`src/rtl/gx_sched_pkg.sv`:
```
// gx_sched_pkg
//  Shared types and constants for the altgx cycle scheduler.
//  - state encoding for the scheduler FSM
//  - request word layout {seq, word_idx}
//  - datapath widths (tx word, sequence number, word index, window timer)
package gx_sched_pkg;

  localparam int TX_DATA_W = 16;
  localparam int SEQ_W     = 8;
  localparam int IDX_W     = 8;
  localparam int TMR_W     = 9;

  typedef logic [1:0] state_t;
  localparam state_t IDLE       = 2'd0;
  localparam state_t WAIT_PULSE = 2'd1;
  localparam state_t TX         = 2'd2;
  localparam state_t RX_WAIT    = 2'd3;

  // Request word as it appears on tx_data.
  typedef struct packed {
    logic [SEQ_W-1:0] seq;
    logic [IDX_W-1:0] idx;
  } tx_word_t;

endpackage

```
`src/rtl/gx_cycle_scheduler_if.sv`:
```
// gx_cycle_scheduler_if
//  Link between the cycle scheduler and the altgx TX/RX adapters.
//  master (scheduler): drives tx_valid/tx_data/tx_last and rx_window,
//                      samples tx_ready, rx_valid, rx_last.
//  slave  (adapters) : the mirror image.
interface gx_cycle_scheduler_if;
  import gx_sched_pkg::*;

  logic                 tx_valid;
  logic                 tx_ready;
  logic [TX_DATA_W-1:0] tx_data;
  logic                 tx_last;
  logic                 rx_valid;
  logic                 rx_last;
  logic                 rx_window;

  modport master (
    output tx_valid, tx_data, tx_last, rx_window,
    input  tx_ready, rx_valid, rx_last
  );

  modport slave (
    input  tx_valid, tx_data, tx_last, rx_window,
    output tx_ready, rx_valid, rx_last
  );

endinterface

```
`src/rtl/sat_counter.sv`:
```
// sat_counter
//  Saturating up-counter for status reporting.
//  clk  in  clock
//  rst  in  async reset, active low
//  inc  in  count one event
//  clr  in  synchronous clear; beats a same-cycle inc
//  q    out count, sticks at all-ones
module sat_counter #(
  parameter int W = 16
) (
  input  logic         clk,
  input  logic         rst,
  input  logic         inc,
  input  logic         clr,
  output logic [W-1:0] q
);

  always_ff @(posedge clk or negedge rst) begin
    if (!rst)                    q <= '0;
    else if (clr)                q <= '0;
    else if (inc && (q != '1))   q <= q + W'(1);
  end

endmodule

```
`src/rtl/gx_cycle_scheduler.sv`:
```
// gx_cycle_scheduler
//  Runs one altgx transfer per cycle_pulse: a TX_WORDS-word request frame,
//  then a bounded receive window for the reply. Reports per-frame ok/timeout
//  strobes and saturating ok/timeout/overrun counters.
//  Ports
//   clk, rst          clock, async active-low reset
//   enable            run bit (level); low forces IDLE and freezes bookkeeping
//   cycle_pulse       1-clk frame start strobe
//   stat_clr          1-clk strobe, zeros the three counters
//   gx                tx/rx link (master side)
//   frame_ok/tmo      1-clk result strobes
//   ok/tmo/ovr_cnt    saturating status counters
//  Every output comes from a register; nothing is combinational from an input.
module gx_cycle_scheduler
  import gx_sched_pkg::*;
#(
  parameter int TX_WORDS   = 4,
  parameter int RX_TIMEOUT = 300,
  parameter int CNT_W      = 16
) (
  input  logic             clk,
  input  logic             rst,
  input  logic             enable,
  input  logic             cycle_pulse,
  input  logic             stat_clr,
  gx_cycle_scheduler_if.master gx,
  output logic             frame_ok,
  output logic             frame_tmo,
  output logic [CNT_W-1:0] ok_cnt,
  output logic [CNT_W-1:0] tmo_cnt,
  output logic [CNT_W-1:0] ovr_cnt
);

  localparam logic [IDX_W-1:0] LAST_IDX = IDX_W'(TX_WORDS - 1);
  localparam logic [TMR_W-1:0] TMR_END  = TMR_W'(RX_TIMEOUT - 1);

  state_t           state, state_nxt;
  logic [IDX_W-1:0] idx;
  logic [SEQ_W-1:0] seq;
  logic [TMR_W-1:0] timer;

  logic tx_valid_c, tx_last_c, rx_window_c;
  logic tx_hs, ok_evt, tmo_evt, ovr_evt;

  // ---------------------------------------------------------------- state reg
  always_ff @(posedge clk or negedge rst) begin
    if (!rst) state <= IDLE;
    else      state <= state_nxt;
  end

  // ---------------------------------------------------------------- next state
  always_comb begin
    state_nxt = state;
    if (!enable) begin
      state_nxt = IDLE;
    end else begin
      case (state)
        IDLE:       state_nxt = WAIT_PULSE;
        WAIT_PULSE: if (cycle_pulse)        state_nxt = TX;
        TX:         if (tx_hs && tx_last_c) state_nxt = RX_WAIT;
        RX_WAIT:    if (ok_evt || tmo_evt)  state_nxt = WAIT_PULSE;
        default:    state_nxt = IDLE;
      endcase
    end
  end

  // ---------------------------------------------------------------- outputs / events
  // Link outputs decode the registered state only. The event terms mix in
  // inputs but are only consumed by registers (strobes, counters, FSM).
  always_comb begin
    tx_valid_c  = (state == TX);
    rx_window_c = (state == RX_WAIT);
    tx_last_c   = tx_valid_c && (idx == LAST_IDX);
    tx_hs       = enable && tx_valid_c && gx.tx_ready;
    ok_evt      = enable && rx_window_c && gx.rx_valid && gx.rx_last;
    // A reply landing on the expiry cycle takes precedence over the timeout.
    tmo_evt     = enable && rx_window_c && !ok_evt && (timer == TMR_END);
    // Pulses while busy are dropped, including the one that coincides with
    // the RX_WAIT exit: a new frame only starts from WAIT_PULSE.
    ovr_evt     = enable && cycle_pulse && (state == TX || state == RX_WAIT);
  end

  // ---------------------------------------------------------------- datapath
  always_ff @(posedge clk or negedge rst) begin
    if (!rst) begin
      idx       <= '0;
      seq       <= '0;
      timer     <= '0;
      frame_ok  <= 1'b0;
      frame_tmo <= 1'b0;
    end else begin
      frame_ok  <= ok_evt;
      frame_tmo <= tmo_evt;

      // Outside TX the index parks at 0, so an abandoned frame restarts at word 0.
      if (state != TX)  idx <= '0;
      else if (tx_hs)   idx <= idx + IDX_W'(1);

      if (tx_hs && tx_last_c) seq <= seq + SEQ_W'(1);

      if (state != RX_WAIT) timer <= '0;
      else                  timer <= timer + TMR_W'(1);
    end
  end

  tx_word_t tx_w;
  assign tx_w = '{seq: seq, idx: idx};

  assign gx.tx_valid  = tx_valid_c;
  assign gx.tx_last   = tx_last_c;
  assign gx.tx_data   = tx_w;
  assign gx.rx_window = rx_window_c;

  // ---------------------------------------------------------------- status counters
  sat_counter #(.W(CNT_W)) u_ok_cnt (
    .clk(clk), .rst(rst), .inc(ok_evt),  .clr(stat_clr), .q(ok_cnt)
  );

  sat_counter #(.W(CNT_W)) u_tmo_cnt (
    .clk(clk), .rst(rst), .inc(tmo_evt), .clr(stat_clr), .q(tmo_cnt)
  );

  sat_counter #(.W(CNT_W)) u_ovr_cnt (
    .clk(clk), .rst(rst), .inc(ovr_evt), .clr(stat_clr), .q(ovr_cnt)
  );

endmodule

```
`src/flat_wrapper.sv`:
```
// flat-port wrapper written by rule: the top's interface ports become plain ports
module gx_cycle_scheduler_flat import gx_sched_pkg::*;
#(
  parameter int TX_WORDS   = 4,
  parameter int RX_TIMEOUT = 300,
  parameter int CNT_W      = 16
)
  (clk, rst, enable, cycle_pulse, stat_clr, frame_ok, frame_tmo, ok_cnt, tmo_cnt, ovr_cnt, gx_tx_valid, gx_tx_data, gx_tx_last, gx_rx_window, gx_tx_ready, gx_rx_valid, gx_rx_last);
  gx_cycle_scheduler_if gx_i ();
  input  logic clk;
  input  logic rst;
  input  logic enable;
  input  logic cycle_pulse;
  input  logic stat_clr;
  output logic frame_ok;
  output logic frame_tmo;
  output logic [CNT_W-1:0] ok_cnt;
  output logic [CNT_W-1:0] tmo_cnt;
  output logic [CNT_W-1:0] ovr_cnt;
  output wire logic [$bits(gx_i.tx_valid)-1:0] gx_tx_valid;
  output wire logic [$bits(gx_i.tx_data)-1:0] gx_tx_data;
  output wire logic [$bits(gx_i.tx_last)-1:0] gx_tx_last;
  output wire logic [$bits(gx_i.rx_window)-1:0] gx_rx_window;
  input wire logic [$bits(gx_i.tx_ready)-1:0] gx_tx_ready;
  input wire logic [$bits(gx_i.rx_valid)-1:0] gx_rx_valid;
  input wire logic [$bits(gx_i.rx_last)-1:0] gx_rx_last;
  assign gx_tx_valid = gx_i.tx_valid;
  assign gx_tx_data = gx_i.tx_data;
  assign gx_tx_last = gx_i.tx_last;
  assign gx_rx_window = gx_i.rx_window;
  assign gx_i.tx_ready = gx_tx_ready;
  assign gx_i.rx_valid = gx_rx_valid;
  assign gx_i.rx_last = gx_rx_last;
  gx_cycle_scheduler #(.TX_WORDS(TX_WORDS), .RX_TIMEOUT(RX_TIMEOUT), .CNT_W(CNT_W)) u_core (.clk(clk), .rst(rst), .enable(enable), .cycle_pulse(cycle_pulse), .stat_clr(stat_clr), .gx(gx_i), .frame_ok(frame_ok), .frame_tmo(frame_tmo), .ok_cnt(ok_cnt), .tmo_cnt(tmo_cnt), .ovr_cnt(ovr_cnt));
endmodule
```
`config.mk`:
```
export PLATFORM = sky130hd
export DESIGN_NAME = gx_cycle_scheduler_flat
export DESIGN_NICKNAME = d
export VERILOG_FILES = /design/src/rtl/gx_sched_pkg.sv /design/src/rtl/gx_cycle_scheduler_if.sv /design/src/rtl/sat_counter.sv /design/src/rtl/gx_cycle_scheduler.sv /design/src/flat_wrapper.sv
export SDC_FILE = /design/constraint.sdc
export NUM_CORES = 1
export LEC_CHECK = 0
export BUFFER_PORTS_ARGS = -buffer_cell sky130_fd_sc_hd__buf_4
export CAP_MARGIN = 40
export CORE_MARGIN = 2
export CORE_UTILIZATION = 30
export CTS_CLUSTER_DIAMETER = 200
export DETAILED_ROUTE_END_ITERATION = 8
export GPL_TIMING_DRIVEN = 0
export MAX_ROUTING_LAYER = met4
export PLACE_DENSITY = 0.59
export SYNTH_ARGS = -nofsm -noshare
export SYNTH_HDL_FRONTEND = slang
export SYNTH_SLANG_ARGS = --single-unit
```
`constraint.sdc`:
```
create_clock -name clk -period 1.95 [get_ports clk]
set_input_delay 0.0975 -clock clk [delete_from_list [all_inputs] [get_ports clk]]
set_output_delay 0.0975 -clock clk [all_outputs]
set_load 0.05 [all_outputs]
```
# Yosys cells after proc, flatten, opt, wreduce, memory -nomap -nowiden
# Cells that the tools add are included.
[classes] n_addsub=6 n_eq_ne=13 muxes=14 reduce_logical=23
[op_table] op="16-bit two-way mux" count=6
[op_table] op="16-bit by 1-bit adder with 16-bit output (second input constant)" count=3
[op_table] op="16-bit != test (second input constant)" count=3
[op_table] op="8-bit by 1-bit adder with 8-bit output (second input constant)" count=2
[op_table] op="8-bit two-way mux" count=2
[op_table] op="1-bit logical AND" count=14
[op_table] op="9-bit by 1-bit adder with 9-bit output (second input constant)" count=1
[op_table] op="9-bit equality test (second input constant)" count=1
[op_table] op="9-bit two-way mux" count=1
[op_table] op="8-bit by 2-bit equality test with 1-bit output (second input constant)" count=1
[op_table] op="2-bit two-way mux" count=4
[op_table] op="2-bit case mux with 4 select lines" count=1
[op_table] op="2-bit nonzero test" count=4
[op_table] op="3-bit by 2-bit != test with 1-bit output (second input constant)" count=2
[op_table] op="2-bit equality test (second input constant)" count=2
[op_table] op="2-bit != test (second input constant)" count=2
[op_table] op="3-bit != test (second input constant)" count=1
[op_table] op="3-bit AND reduction" count=1
[op_table] op="2-bit by 1-bit equality test with 1-bit output (second input constant)" count=1
[op_table] op="2-bit zero test" count=1
[op_table] op="1-bit logical OR" count=2
[op_table] op="1-bit zero test" count=1
[totals] regBits=77 input_bits=8 output_inout_bits=69 wordCells=65

# Logic depth before layout (Yosys ltp)
[depth] word_depth=11 ltp_mapped=8 ltp_nobuf=7

# Cells and area by module
# A second synthesis with hierarchy kept.
[hier_totals] hier_cells=424 area_unflattened_um2=4296.6
[modules_own_cells] module="sat_counter" instances=3 cells_per_inst=98 area_each_um2=942.2 seq_area_each_um2=400.4
[modules_own_cells] module="gx_cycle_scheduler" instances=1 cells_per_inst=130 area_each_um2=1470.2 seq_area_each_um2=725.7

# Least setup slack after synthesis
# OpenSTA, ideal clock, no wires.
[synth_timing] kind="register to output" from="register u_core.idx[0]" to="output gx_tx_last" arrival_time_ps=2533 t_required_ps=1852 setup_slack_ps=-681 path_stages_with_launch=4 path_buffers=0 cell_sequence="dfrtp_1 > ha_1 > or4b_4 > nor3_1"
[synth_via] elab_chain_cells=2
[synth_rtl] element="start, declared" line="gx_cycle_scheduler.sv:38" source="logic [IDX_W-1:0] idx;"
[synth_rtl] element="start signal, assigned" line="gx_cycle_scheduler.sv:97" source="else if (tx_hs) idx <= idx + IDX_W'(1);"
[synth_rtl] element="8-bit by 2-bit equality test with 1-bit output" line="gx_cycle_scheduler.sv:73" source="tx_last_c = tx_valid_c && (idx == LAST_IDX);"
[synth_rtl] element="1-bit logical AND" line="gx_cycle_scheduler.sv:73"
[synth_rtl] element="end, declared" line="flat_wrapper.sv:22" source="output wire logic [$bits(gx_i.tx_last)-1:0] gx_tx_last;"
# Every way passes these cells.

# Final worst setup path
# Same ends and word-level chain as after synthesis.

==> run_results.csv <==
group,metric,value,unit
setup_path,cp_cell_sequence,"ha_4 > or4b_4 > buf_4 > nor3_2 > buf_6",
routing,drtIter0Drc,249,
min_path,class_of_the_tightest_hold_or_removal_check,"in2reg",
yosys,syn-mean-instance-area,9.82,µm²
floorplanning,die_width,119,µm
setup_path,worstSetupPathType,"reg2out",
grt,grt_util_all_layers,14.4,%
setup_path,critical-path-slowest-cell,"or4b_4",
yosys,adder_cell_area_share_of_the_yosys_netlist,2.83,%
yosys,compound_gate_portion_of_the_synthesized_area,5.84,%
floorplanning,placementRows,42,
sta,setup_viol_count_final,0,
layout,area_delta_synth_final,38.6,%
yosys,ys_async_sr_fraction,100,%
sta,setup_slack,0.0134,ns
power,powerDensity,731,nW/µm²
clock_network,cts_max_path_buffers,2,
layout,final_net_count,529,
floorplanning,ioPinCount,77,
routing,final_antenna_net_count,0,
yosys,synth-edff-count,0,
grt,grt_pass1_wl,16000,µm
yosys,post_synth_and_or_nand_nor_area_fraction,27.0,%
sta,hold_viol_final,0,
place,gp_congestion,0.830,
setup_path,crit_path_max_incr_delay,0.48,ns
layout,insertedDiodeCount,0,
setup_path,cp_top_family,"simple AND/OR/NAND/NOR gates",
sta,achievable-frequency,0.516,GHz
yosys,combinational_family_with_the_most_area_after_synthesis,"simple AND/OR/NAND/NOR gates",
yosys,synth_ff_type,"dfrtp_1",
layout,layout.cells.most_common_list,"94 x buf_4, 64 x dfrtp_1, 55 x nor2_1",
clock_network,cts.reportedPaths.clkPinSlew,0.06,ns
setup_path,critical_path.max_fanout,3,
clock_network,clk_root_buffer_cell,"clkbuf_16",
clock_network,htree_levels,3,
yosys,yosysTopAreaCell,"dfrtp_1",
sta,maxSlewHeadroom,66.5,%
clock_network,clk-insertion-delay-late,0.34,ns
clock_network,cts_tree,"yes",
run,drv_cap,0,
setup_path,critPathArrivalTime,1.84,ns
routing,dr.pass1.iters,4,
sta,fin_crit,1.94,ns
yosys,synth_top_cells_by_area,"dfrtp_1 48%, xnor2_1 6.2%, nor2_1 5.4%",
sta,grt_setup_unrepaired,"true",
routing,route.detailed.drc,0,
place,dp_slack,-0.197,ns
place,dp_hpwl,6780,µm
run_status,status,"completed",
sta,timing.final.crit_share,99.3,%
yosys,yosys-mux-area-fraction,3.83,%
yosys,synth.cell_area,3990,µm²
yosys,post_synth_inst_count,406,
floorplanning,die_area,14200,µm²
yosys,ys_seq_area_share,48.4,%
floorplanning,starting_density,30.5,%
clock_network,clock-sinks,77,
yosys,yosys.cell_types.count,44,
power,vdd.ir_drop.worst,0.383,mV
layout,drive_above_1_share,32.3,%
routing,routed_wirelength,9720,µm
floorplanning,die_h,119,µm
grt,pin_count_of_the_biggest_net_entering_global_routing,62,
yosys,yosysTopAreaCellShare,48.4,%
setup_path,timing.critical_path.from_type,"register",
sta,maxSlewViolCount,0,
layout,commonest_non_fill_non_tap_cell_in_the_layout,"buf_4",
sta,whs,0.0483,ns
yosys,yosys_warnings,0,
sta,finalClockSkew,0.0114,ns
grt,antenna_found_initial,0,
place,io_buffer_count,75,
setup_path,crit_path_end_kind,"output pin",
floorplanning,core_region_area,13100,µm²
setup_path,required,1.85,ns
routing,post_drt_via_cell_ratio,4.88,
grt,grt_pass1_vias,3246,
yosys,synthesis.nets,423,
yosys,synth-xor-area-share,10.1,%
power,leakage,2.42,nW
routing,routed_wire_length_per_instance,14.0,µm
clock_network,tritoncts.num_buffers,9,
sta,worst-slew-pin-transition,0.503,ns
routing,route.vias.total,3385,
yosys,synth.ff_latch_count,77,
grt,total_congestion_overflow,0,
setup_path,cp.buffers_inverters,2,
-- worst register-to-register path, stage by stage (launching register included) --
cell,delay (ns)
dfrtp_2,0.38
ha_4,0.15
or4b_4,0.48
nor4_4,0.22
buf_4,0.17
buf_4,0.11
mux2_2,0.31
-- flip-flops by register name, summed over array words and instances (netlist names) --
name	flops
u_core.u_ovr_cnt.q	16
u_core.seq	8
u_core.u_ok_cnt.q	16
u_core.state	2
u_core.u_tmo_cnt.q	16
u_core.timer	9
u_core.idx	8
u_core.frame_ok	1
u_core.frame_tmo	1
-- cell families after synthesis --
logic type	Yosys count
buf+inv	18
simple gates	204
compound gates	37
xor+xnor	46
fa+ha+maj	9
mux	15
flops	77
-- worst paths after layout --
check	startpoint	to	slack [ns]	depth (start not counted)
max reg2reg	u_core.idx[0]$_DFFE_PN0P_	u_core.seq[1]$_DFFE_PN0P_	0.01	6
min	enable	u_core.state[1]$_DFFE_PN0P_	0.05	3
min in group asynchronous	rst	u_core.u_ovr_cnt.q[12]$_DFFE_PN0P_	0.17	2
max	u_core.idx[0]$_DFFE_PN0P_	gx_tx_last	0.01	5
min reg2reg	u_core.seq[7]$_DFFE_PN0P_	u_core.seq[7]$_DFFE_PN0P_	0.48	1
max in group asynchronous	rst	u_core.idx[2]$_DFFE_PN0P_	1.18	3
-- cell usage after synthesis (2+ instances only) --
library cell / n
a31oi_1: 3
and4_1: 5
or4_1: 2
nor2_1: 57
a21oi_1: 5
nor3_1: 15
inv_1: 7
and4bb_2: 2
nor4b_1: 3
nand2_1: 37
dfrtp_1: 77
nor3b_1: 2
clkbuf_1: 9
mux2i_1: 13
ha_1: 9
a21boi_0: 2
nand2b_1: 4
nor4_1: 12
and3_1: 8
mux2_2: 2
xor2_1: 18
nand3_1: 15
or3_1: 3
nand4_1: 19
and2_1: 9
buf_6: 2
o211ai_1: 5
o21ai_0: 15
nor2b_1: 4
xnor2_1: 28
-- area by class of cell --
class | instances | area, µm²
buffer | 9 | 58.8
clock buffer | 13 | 280
clock inverter | 3 | 65.1
fill | 1265 | 7560
inverter | 7 | 30.0
multi-input combinational | 311 | 2170
sequential | 77 | 1940
tap | 176 | 220
timing repair buffer | 97 | 754
-- per-layer routing --
| layer | vias to the layer above | global-route usage (%) | part of all wire, % |
|---|---|---|---|
| li1 | 1657 | - | - |
| met1 | 1623 | 19.8 | 48 |
| met2 | 94 | 20.6 | 46 |
| met3 | 11 | 3.21 | 4.9 |
| met4 | 0 | 5.51 | 1.2 |
| met5 | - | - | 0 |
-- stage by stage --
| stage | TNS, ns | cell area [µm²] | cells | power [mW] | util [%] |
|---|---|---|---|---|---|
| finish | 0 | 5520 | 693 | 4.04 | 42.2 |
| floorplan | -0.618 | 4070 | 406 | 1.98 | - |
| global route | -0.503 | 5520 | 693 | 4.20 | 42.2 |
| global placement | -1.57 | 4850 | 657 | 2.09 | 37.1 |
| detailed placement | -1.84 | 4880 | 658 | 2.11 | 37.3 |
| CTS | -0.0808 | 5360 | 683 | 4.05 | 41.0 |
-- timing repair --
item,CTS,global route
gates resized for setup,14,23
buffers inserted,8,11
hold endpoints to repair,77,0
endpoints found under the setup margin,29,39
gates cloned,1,0
pin swaps,3,6
hold buffers,1,0
-- power breakdown --
part,internal (mW),switching (mW),leakage (nW)
logic,0.191,0.279,1.20
clock network,1.26,0.629,0.172
registers,1.63,0.0462,1.05
total,3.08,0.955,2.42
(Power assumes the default switching activity.)
